===== config.mk =====
export PLATFORM = sky130hd
export DESIGN_NAME = eda_task_sync_fifo_param
export DESIGN_NICKNAME = d
export VERILOG_FILES = /design/src/rtl/eda_task_sync_fifo_param.sv
export SDC_FILE = /design/constraint.sdc
export NUM_CORES = 1
export LEC_CHECK = 0
export ABC_AREA = 0
export BUFFER_PORTS_ARGS = -buffer_cell sky130_fd_sc_hd__buf_2
export CORE_MARGIN = 2
export CORE_UTILIZATION = 30
export DETAILED_ROUTE_END_ITERATION = 7
export SETUP_SLACK_MARGIN = 0.5
export SLEW_MARGIN = 25
export SYNTH_ARGS = -nofsm -noshare
export SYNTH_HDL_FRONTEND = slang
export SYNTH_SLANG_ARGS = --single-unit

===== constraint.sdc =====
create_clock -name i_sysclk -period 1.9 [get_ports i_sysclk]
set_clock_uncertainty 0.15 [all_clocks]
set_input_delay 0.19 -clock i_sysclk [delete_from_list [all_inputs] [get_ports i_sysclk]]
set_output_delay 0.19 -clock i_sysclk [all_outputs]
set_load 0.02 [all_outputs]

===== src/rtl/eda_task_sync_fifo_param.sv =====
// ============================================================================
// eda_task_sync_fifo_param
// ----------------------------------------------------------------------------
// Purpose:
//   Single-clock FIFO built as a circular buffer of DEPTH entries (any DEPTH
//   >= 2, not only powers of two). Read data is registered with a one-cycle
//   latency and qualified by o_out_valid. Occupancy count, empty/full and
//   programmable almost-empty/almost-full flags are provided, together with
//   sticky overflow/underflow error flags.
//
// Ports:
//   i_sysclk        clock, rising edge
//   i_rst           asynchronous reset, active-high
//   i_clr           synchronous flush, active-high, overrides i_wr_en/i_rd_en
//   i_wr_en         write request
//   i_fifo_in       write data [WIDTH-1:0]
//   i_rd_en         read request
//   o_fifo_out      registered read data [WIDTH-1:0]
//   o_out_valid     o_fifo_out holds a word popped on the previous edge
//   o_empty         count == 0
//   o_full          count == DEPTH
//   o_almost_empty  count <= AE_LEVEL
//   o_almost_full   count >= AF_LEVEL
//   o_count         current occupancy [$clog2(DEPTH+1)-1:0]
//   o_overflow      sticky: a write was rejected
//   o_underflow     sticky: a read was rejected
// ============================================================================
module eda_task_sync_fifo_param #(
    parameter int WIDTH    = 8,
    parameter int DEPTH    = 4,
    parameter int AF_LEVEL = 3,
    parameter int AE_LEVEL = 1,
    localparam int CW      = $clog2(DEPTH + 1)
) (
    input  logic             i_sysclk,
    input  logic             i_rst,
    input  logic             i_clr,
    input  logic             i_wr_en,
    input  logic [WIDTH-1:0] i_fifo_in,
    input  logic             i_rd_en,
    output logic [WIDTH-1:0] o_fifo_out,
    output logic             o_out_valid,
    output logic             o_empty,
    output logic             o_full,
    output logic             o_almost_empty,
    output logic             o_almost_full,
    output logic [CW-1:0]    o_count,
    output logic             o_overflow,
    output logic             o_underflow
);

    localparam int PW = $clog2(DEPTH);

    // Advance a pointer, wrapping explicitly so non-power-of-two depths work.
    function automatic logic [PW-1:0] ptr_inc(input logic [PW-1:0] p);
        logic [PW-1:0] n;
        if (p == PW'(DEPTH - 1)) begin
            n = {PW{1'b0}};
        end else begin
            n = p + PW'(1);
        end
        return n;
    endfunction

    logic [WIDTH-1:0] r_mem [DEPTH];
    logic [PW-1:0]    r_wr_ptr;
    logic [PW-1:0]    r_rd_ptr;
    logic [CW-1:0]    r_count;
    logic [WIDTH-1:0] r_fifo_out;
    logic             r_out_valid;
    logic             r_overflow;
    logic             r_underflow;

    logic             w_empty;
    logic             w_full;
    logic             w_rd_acc;
    logic             w_wr_acc;
    logic [CW-1:0]    w_count_nxt;

    assign w_empty  = (r_count == CW'(0));
    assign w_full   = (r_count == CW'(DEPTH));
    // A read frees a slot in the same cycle, so a full FIFO still accepts a
    // write alongside an accepted read. A flush suppresses both transfers.
    assign w_rd_acc = i_rd_en && !w_empty && !i_clr;
    assign w_wr_acc = i_wr_en && (!w_full || w_rd_acc) && !i_clr;

    // Next occupancy: simultaneous read and write leave the count unchanged.
    always_comb begin
        w_count_nxt = r_count;
        case ({w_wr_acc, w_rd_acc})
            2'b10:   w_count_nxt = r_count + CW'(1);
            2'b01:   w_count_nxt = r_count - CW'(1);
            default: w_count_nxt = r_count;
        endcase
    end

    // Storage array; deliberately not reset.
    always_ff @(posedge i_sysclk) begin
        if (w_wr_acc) begin
            r_mem[r_wr_ptr] <= i_fifo_in;
        end
    end

    // Pointers, occupancy, read data register and sticky error flags.
    always_ff @(posedge i_sysclk or posedge i_rst) begin
        if (i_rst) begin
            r_wr_ptr    <= {PW{1'b0}};
            r_rd_ptr    <= {PW{1'b0}};
            r_count     <= {CW{1'b0}};
            r_fifo_out  <= {WIDTH{1'b0}};
            r_out_valid <= 1'b0;
            r_overflow  <= 1'b0;
            r_underflow <= 1'b0;
        end else if (i_clr) begin
            // Flush keeps the last read word visible on o_fifo_out.
            r_wr_ptr    <= {PW{1'b0}};
            r_rd_ptr    <= {PW{1'b0}};
            r_count     <= {CW{1'b0}};
            r_out_valid <= 1'b0;
            r_overflow  <= 1'b0;
            r_underflow <= 1'b0;
        end else begin
            r_count     <= w_count_nxt;
            r_out_valid <= w_rd_acc;
            if (w_wr_acc) begin
                r_wr_ptr <= ptr_inc(r_wr_ptr);
            end
            if (w_rd_acc) begin
                r_fifo_out <= r_mem[r_rd_ptr];
                r_rd_ptr   <= ptr_inc(r_rd_ptr);
            end
            if (i_wr_en && !w_wr_acc) begin
                r_overflow <= 1'b1;
            end
            // Reading an empty FIFO fails even if a write lands this cycle.
            if (i_rd_en && w_empty) begin
                r_underflow <= 1'b1;
            end
        end
    end

    assign o_fifo_out     = r_fifo_out;
    assign o_out_valid    = r_out_valid;
    assign o_count        = r_count;
    assign o_overflow     = r_overflow;
    assign o_underflow    = r_underflow;
    assign o_empty        = w_empty;
    assign o_full         = w_full;
    assign o_almost_empty = (r_count <= CW'(AE_LEVEL));
    assign o_almost_full  = (r_count >= CW'(AF_LEVEL));

endmodule


==> results of run 1 <==
cells in the final DEF (no fill, tap or decap), types with 2 or more instances in the layout:
cell           instances
a21oi_1                4
and2_4                 4
buf_2                 26
buf_4                 14
clkbuf_8               5
dfrtp_1               15
dfrtp_2                3
dlygate4sd3_1          9
edfxtp_1              32
ha_1                   5
ha_4                   3
inv_1                  7
inv_6                  2
mux2_4                 8
mux2i_1                2
mux4_2                 8
nand2_1                2
nand2b_4               2
nor2_1                11
xor2_1                 2
logic make-up after synthesis:
kind of cell	Yosys count	share of synthesized area, %
buf+inv	16	3.549
xor+xnor	3	1.183
simple gates	29	7.436
mux	19	14.93
compound gates	14	4.282
flops	50	63.55
fa+ha+maj	9	5.071
state kept, by name, indices dropped and copies added, names as in the netlist:
| register | flops |
|---|---|
| o_underflow | 1 |
| r_rd_ptr | 2 |
| o_count | 3 |
| r_mem | 32 |
| r_wr_ptr | 2 |
| o_out_valid | 1 |
| o_fifo_out | 8 |
| o_overflow | 1 |
stage by stage:
step	cells	hold slack, ns
6_report	291	0.1276
5_1_grt	291	0.1410
4_1_cts	289	0.1217
3_5_place_dp	267	0.08496
3_3_place_gp	267	0.07472
2_1_floorplan	140	-0.02157
cell type report:
cell class | instances | area share [%]
Clock buffer | 5 | 2.400
Clock inverter | 3 | 1.483
Inverter | 10 | 1.571
Multi-Input combinational cell | 74 | 29.14
Sequential cell | 50 | 49.35
Tap cell | 99 | 4.319
Timing Repair Buffer | 50 | 11.74
how the worst max path moves through the flow:
stage,depth (start not counted),to,slack [ns]
2_1_floorplan,6,o_count[0],0.22
3_3_place_gp,6,o_count[0],0.19
3_5_place_dp,6,o_count[0],0.18
4_1_cts,5,o_almost_full,0.18
5_1_grt,6,o_count[0],0.12
6_report,6,o_count[0],0.18
worst register-to-register path, cell delays in order, from the launching register on:
cell	delay (ns)
dfrtp_2	0.45
inv_2	0.11
ha_4	0.18
nand2b_4	0.15
a21oi_2	0.06
o21ai_2	0.14
mux2_2	0.35
per-layer routing:
| layer | up-vias | global-route usage (%) | wire [um] |
|---|---|---|---|
| met5 | - | 0 | 0 |
| met4 | 0 | 4.231 | 65 |
| li1 | 609 | - | - |
| met2 | 20 | 16.98 | 1983 |
| met3 | 6 | 2.431 | 123 |
| met1 | 633 | 14.40 | 1911 |
where the power goes:
part | switching [mW] | total (mW) | internal, mW
clock | 0.346 | 0.738 | 0.393
combinational | 0.695 | 1.37 | 0.679
sequential | 0.127 | 1.45 | 1.32
repair_timing:
action	in CTS	in global routing
buffers inserted	5	2
hold endpoints to repair	50	0
gates resized for setup	14	2
endpoints found under the setup margin	50	52
hold buffers	9	0
pin swaps	5	1
==> impl_metrics.csv, run 1 <==
group,metric,value,unit
global_routing,grt_max_degree,19,
cts,htreeDepth,2,
placement,hpwlAfterDp,2.830,mm
power,power,3.563,mW
global_routing,track_usage,10.74,%
job,drv_cap,0,
power,ir_drop,0.3037,mV
worst_setup_path,crit_start,"o_count[0]",
finish,layout-drive-gt1-share,46.88,%
finish,antenna_cells,0,
cts,cts_made_buffers,5,
placement,port-buffer-count,30,
worst_setup_path,r2r-end,"o_count[0]",
yosys,synth_edf_count,32,
yosys,synth_top_area_share,43.27,%
yosys,synth_area_leaders,"edfxtp_1 (43%), dfrtp_1 (20%), mux4_2 (8.1%)",
floorplanning,start_util,30.78,%
global_routing,grt-ovfl-total,0,
route,first_pass_iters,4,
yosys,synthesis.area,2221,um2
worst_setup_path,arrival,1.75,ns
sta,setup_ws,0.1839,ns
worst_setup_path,path_class,"reg -> reg",
route,route.vias.total,1268,
route,initialDrtViolationCount,51,
route,wl_per_cell,14.03,um
worst_setup_path,cp_num_buf_inv,1,
sta,rsz0062_at_grt,"yes",
placement,place_ws,0.1835,ns
global_routing,grt_pass1_wl,6.775,mm
finish,seqCellArea,1415,um2
floorplanning,dieArea,8107,um2
route,ant_nets,0,
worst_setup_path,r2r_start,"o_count[0]",
yosys,synth-seq-area-share,63.55,%
finish,final_nets,213,
yosys,syn_nets,162,
yosys,yosysMostFrequentCell,"edfxtp_1",
yosys,synth.avg_cell_area,15.86,um2
sta,fin_crit_sh,90.32,%
run_status,status,"complete, no violations",
worst_hold_path,hold_path_end,"o_underflow",
cts,clockRootBuffer,"clkbuf_8",
route,drt_wl_total,4.084,mm
worst_setup_path,critPathMaxStageDelay,0.45,ns
placement,postPlaceCellArea,2550,um2
worst_hold_path,hold_depth,3,
cts,cts_sinks,50,
sta,min_period,1.716,ns
floorplanning,fp.dieH,90.04,um
sta,finalSetupViolations,0,
route,via_per_inst,4.357,
sta,hold_violations,0,
sta,drv_slew,0,
route,drc,0,
sta,finalSetupTns,0,ns
cts,cts_tree,"built",
finish,syn2layout_area_growth,29.13,%
worst_setup_path,start_kind,"flip-flop",
yosys,synthTopCellsByCount,"edfxtp_1 (32), dfrtp_1 (18), nor2_1 (12)",
yosys,yosys.area.top_type,"edfxtp_1",
floorplanning,ios,31,
global_routing,antenna_found_initial,0,
yosys,synth-seq-cells,50,
cts,clk_latency,0.30,ns
cts,clkTransAtPathRegs,0.09,ns
cts,clockBufferDepth,2,
yosys,dominantRegCellSynth,"edfxtp_1",
yosys,synth_warnings,0,
worst_setup_path,cp-end-kind,"flip-flop",
yosys,synthCells,140,
worst_hold_path,min_path_type,"in -> reg",
power,power.leakage,1.152,nW
power,power_density,1242,nW/um2
worst_setup_path,r2r_setup_slack,0.18,ns
worst_setup_path,reg2reg_depth,6,
floorplanning,core,7214,um2
yosys,async_reset_ff_share,36.00,%
sta,slew-limit-headroom,71.80,%
worst_hold_path,worstHoldStart,"i_clr",
finish,final_core_util,39.75,%
finish,fin_area,2868,um2
worst_setup_path,cpLargestDelayFamily,"flip-flops",
finish,multiInputGateArea,835.8,um2
worst_setup_path,crit_required,1.93,ns
floorplanning,fp.dieW,90.04,um
placement,gp_congestion,0.7760,
sta,tightest_slew,0.4230,ns
worst_setup_path,cp_slowest_cell,"dfrtp_2",
sta,max_freq,582.7,MHz
floorplanning,rows,31,
worst_setup_path,path_cells,"inv_2, ha_4, nand2b_4, a21oi_2, o21ai_2, mux2_2",
worst_setup_path,cp_max_fo,5,
yosys,synth.distinct_cells,35,
global_routing,grt_pass1_vias,1317,
finish,fillerInstances,686,
Power figures use the tool's default switching activity.
==> inputs of run 2 (changes only) <==
clock period = 1.61 ns   (was 1.9 ns; I/O delays follow)
==> impl_metrics.csv, run 2 (synthesis results as in run 1) <==
group,metric,value,unit
placement,gp_congestion,0.6868,
route,via_per_inst,4.365,
placement,port-buffer-count,30,
sta,slew-limit-headroom,78.76,%
sta,tightest_slew,0.3186,ns
worst_setup_path,reg2reg_depth,6,
placement,dp.cells,281,
worst_setup_path,cp_max_fo,5,
worst_setup_path,arrival,1.38,ns
cts,htreeDepth,2,
cts,cts_made_buffers,5,
cts,cts_tree,"built",
sta,rsz0062_at_grt,"yes",
floorplanning,rows,31,
run_status,violations,"setup timing",
route,drc,0,
worst_setup_path,worst_path_most_repeated_cell,"buf_6",
floorplanning,fp.dieH,90.04,um
power,ir_drop,0.4814,mV
global_routing,antenna_found_initial,0,
cts,cts_sinks,50,
sta,min_period,1.692,ns
route,initialDrtViolationCount,73,
worst_hold_path,min_path_type,"in -> reg",
global_routing,grt-ovfl-total,0,
route,wl_per_cell,13.62,um
worst_setup_path,path_cells,"inv_2, ha_4, nand2b_4, inv_8, buf_6, buf_6",
finish,largest_register,"r_mem",
worst_setup_path,cp_num_buf_inv,4,
cts,clockBufferDepth,2,
route,first_pass_iters,4,
power,power.leakage,1.299,nW
finish,layout-drive-gt1-share,57.28,%
finish,final_cell_mix,"edfxtp_1 (32), buf_6 (24), buf_4 (24)",
cts,clockRootBuffer,"clkbuf_8",
floorplanning,ios,31,
worst_setup_path,path_class,"reg -> out",
global_routing,grt_pass1_vias,1437,
route,drt_wl_total,4.249,mm
worst_setup_path,cp_slowest_cell,"dfrtp_2",
worst_hold_path,hold_depth,3,
worst_setup_path,cp-end-kind,"output pin",
sta,holdWs,0.09287,ns
finish,mostFrequentLayoutCell,"edfxtp_1",
finish,final_nets,234,
finish,syn2layout_area_growth,45.58,%
worst_setup_path,critPathMaxStageDelay,0.46,ns
worst_hold_path,hold_path_end,"r_wr_ptr[0]",
worst_hold_path,worstHoldStart,"i_clr",
worst_setup_path,crit_required,1.30,ns
floorplanning,dieArea,8107,um2
sta,max_freq,590.9,MHz
worst_setup_path,start_kind,"flip-flop",
floorplanning,core,7214,um2
placement,hpwlAfterDp,2.886,mm
cts,clkTransAtPathRegs,0.09,ns
sta,fin_crit_sh,105.1,%
finish,largest_reg_flops,32,
global_routing,grt_max_degree,19,
sta,finalSetupViolations,15,
power,power_density,1530,nW/um2
sta,hold_violations,0,
worst_setup_path,r2r_setup_slack,-0.04,ns
floorplanning,start_util,30.78,%
worst_setup_path,r2r_start,"o_count[0]",
sta,setup_ws,-0.08235,ns
run_status,status,"complete, but fails checks",
global_routing,grt_pass1_wl,7.072,mm
worst_setup_path,cpLargestDelayFamily,"flip-flops",
cts,clk_latency,0.29,ns
worst_setup_path,r2r-end,"o_count[0]",
floorplanning,fp.dieW,90.04,um
route,ant_nets,0,
finish,fin_cells,312,
job,drv_cap,0,
sta,drv_slew,0,
finish,antenna_cells,0,
route,route.vias.total,1362,
global_routing,track_usage,10.97,%
run 2: cell count changes in the layout (fill, tap and decap cells not counted), sizes merged:
cell,previous run,this run
buf,41,62
run 2: cell type report:
cell class / instances / area (um2)
timing repair buffer: 71 / 640.6
inverter: 10 / 47.55
sequential: 50 / 1415
fill: 630 / 3981
tap: 99 / 123.9
multi-input combinational: 74 / 894.6
clock inverter: 3 / 42.54
clock buffer: 5 / 68.82
run 2: worst max-delay path by stage:
stage	startpoint	end	slack, ns	cells past startpoint
after floorplan	o_count[0]	o_count[0]	-0.07	6
after global placement	o_count[0]	o_count[0]	-0.03	6
after detailed placement	o_count[0]	o_count[0]	-0.05	6
after CTS	o_count[0]	o_empty	-0.09	6
after global routing	o_count[0]	o_almost_full	-0.13	5
final	o_count[0]	o_empty	-0.08	6
run 2: layer usage:
metal	global-route usage, %	vias up	share of wire (%)
met1	14.27	681	43
met2	18.23	18	53
met5	0	-	0
met4	4.872	0	2.0
li1	-	657	-
met3	1.593	6	1.6
run 2: worst reg2reg max path, stage by stage, from the launching register on:
cell	delay [ns]
dfrtp_2	0.46
inv_2	0.09
ha_4	0.17
nand2b_4	0.14
a21oi_2	0.05
o21ai_2	0.14
mux2_2	0.34
run 2: timing repair:
item / 4_1_cts / 5_1_grt
setup endpoints to repair: 68 / 68
endpoints found under the hold margin: 50 / 0
pin swaps: 11 / 14
resized for setup: 52 / 13
hold buffers: 9 / 0
buffers inserted: 13 / 1
run 2: power breakdown:
part	switching (mW)	internal, mW	total (mW)
logic	0.986	1.36	2.34
clock network	0.414	0.464	0.878
registers	0.165	1.56	1.73
total	1.57	3.38	4.95
run 2: per-stage QoR:
step | setup TNS (ns) | instance area, um2 | power [mW] | utilization (%) | setup slack (ns)
2_1_floorplan | -2.339 | 2292 | 2.838 | - | -0.07455
3_3_place_gp | -0.1587 | 2673 | 3.362 | 37.04 | -0.02664
4_1_cts | -1.112 | 3167 | 4.875 | 43.90 | -0.09097
3_5_place_dp | -1.277 | 2673 | 3.385 | 37.04 | -0.05078
5_1_grt | -3.240 | 3233 | 5.208 | 44.81 | -0.1346
6_report | -0.5864 | 3233 | 4.948 | 44.81 | -0.08235
==> inputs of run 3 (changes only) <==
==> constraint.sdc (replaced) <==
create_clock -name i_sysclk -period 1.61 [get_ports i_sysclk]
set_clock_uncertainty 0.15 [all_clocks]
set_input_delay 0.483 -clock i_sysclk [delete_from_list [all_inputs] [get_ports i_sysclk]]
set_output_delay 0.483 -clock i_sysclk [all_outputs]
set_load 0.02 [all_outputs]
==> impl_metrics.csv, run 3 (synthesis results as in run 1) <==
group,metric,value,unit
worst_hold_path,min_path_type,"in -> async",
floorplanning,fp.dieH,90.04,um
floorplanning,start_util,30.78,%
run_status,violations,"setup timing",
finish,multiInputGateArea,902.1,um2
worst_setup_path,path_class,"reg -> out",
floorplanning,fp.dieW,90.04,um
worst_setup_path,r2r_setup_slack,-0.23,ns
finish,fin_area,3291,um2
cts,cts_made_buffers,5,
sta,holdWs,0.03161,ns
cts,clockBufferDepth,2,
floorplanning,ios,31,
global_routing,antenna_found_initial,0,
sta,rsz0062_at_grt,"yes",
sta,min_period,2.002,ns
finish,final_nets,243,
route,via_per_inst,4.377,
route,initialDrtViolationCount,27,
worst_setup_path,reg2reg_depth,8,
global_routing,grt_pass1_wl,7.479,mm
sta,fin_crit_sh,124.3,%
route,drt_wl_total,4.662,mm
global_routing,grt_max_degree,19,
finish,final_cell_mix,"buf_4 (32), edfxtp_1 (32), buf_6 (31)",
cts,clk_latency,0.31,ns
worst_setup_path,cp_max_fo,3,
worst_setup_path,start_kind,"flip-flop",
sta,slew-limit-headroom,68.25,%
route,wl_per_cell,14.52,um
route,drc,0,
worst_setup_path,r2r-end,"r_mem[3][7]",
sta,max_freq,499.6,MHz
cts,htreeDepth,2,
floorplanning,rows,31,
floorplanning,core,7214,um2
finish,antenna_cells,0,
cts,clkTransAtPathRegs,0.09,ns
global_routing,grt_pass1_vias,1477,
finish,seqCellArea,1415,um2
job,drv_cap,0,
sta,hold_violations,0,
finish,syn2layout_area_growth,48.17,%
sta,finalSetupTns,-11.55,ns
global_routing,track_usage,12.12,%
worst_setup_path,crit_required,0.98,ns
run_status,status,"complete, but fails checks",
worst_setup_path,arrival,1.37,ns
cts,clockRootBuffer,"clkbuf_8",
sta,tightest_slew,0.4762,ns
power,power_density,1554,nW/um2
sta,drv_slew,0,
sta,setup_ws,-0.3915,ns
sta,finalSetupViolations,54,
power,ir_drop,0.8345,mV
placement,gp_congestion,0.7687,
cts,cts_sinks,50,
route,ant_nets,0,
placement,port-buffer-count,30,
power,power.leakage,1.349,nW
placement,postPlaceCellArea,2733,um2
floorplanning,dieArea,8107,um2
finish,largest_register,"r_mem",
route,first_pass_iters,4,
worst_setup_path,cp-end-kind,"output pin",
global_routing,grt-ovfl-total,0,
route,route.vias.total,1405,
finish,largest_reg_flops,32,
placement,hpwlAfterDp,2.914,mm
cts,cts_tree,"built",
finish,layout-drive-gt1-share,63.96,%
finish,fillerInstances,650,
worst_setup_path,r2r_start,"o_count[1]",
power,power,5.114,mW
-- run 3: power by group --
group          total (mW)  internal [mW]  switching [mW]
Combinational        2.65           1.57            1.08
Clock               0.743          0.306           0.437
Sequential           1.72           1.56           0.157
-- run 3: layout make-up --
type	count	share of cell area, %
flip-flops and latches	50	43.00
multi-input cells	75	27.41
repair buffers	79	21.56
well taps	99	3.764
clock buffers	5	2.091
inverters	10	1.521
clock inverters	3	0.6464
-- run 3: stage by stage --
stage	setup slack, ns	cells	util [%]
2_1_floorplan	-0.07322	140	-
3_3_place_gp	-0.1792	286	37.88
3_5_place_dp	-0.1658	286	37.88
4_1_cts	-0.4204	309	43.70
5_1_grt	-0.4460	321	45.61
6_report	-0.3915	321	45.61
-- run 3: layer usage --
metal	vias to the layer above	track usage, %	routed length, um
li1	674	-	-
met1	693	14.15	1986
met2	33	21.55	2440
met3	5	3.604	196
met4	0	3.462	39
met5	-	0	0
-- run 3: what timing repair did --
action | in CTS | in global routing
endpoints found under the setup margin | 68 | 68
hold endpoints to repair | 0 | 0
pin swaps | 14 | 17
setup buffers | 14 | 12
hold buffers | 0 | 0
gates cloned | 1 | 0
resized for setup | 58 | 12
-- run 3: how the worst max path moves through the flow --
stage / start / to / slack [ns]
3_3_place_gp: i_wr_en / o_count[0] / -0.18
4_1_cts: o_count[0] / o_almost_full / -0.42
6_report: o_count[1] / o_almost_full / -0.39
2_1_floorplan: o_count[0] / o_count[0] / -0.07
3_5_place_dp: i_wr_en / o_count[0] / -0.17
5_1_grt: o_count[1] / o_almost_full / -0.45
-- run 3: worst max-delay path: stages, from the launching register on --
cell     delay, ns
dfrtp_2       0.47
ha_4          0.18
ha_4          0.16
nor2_4        0.07
o21ai_2       0.06
buf_6         0.12
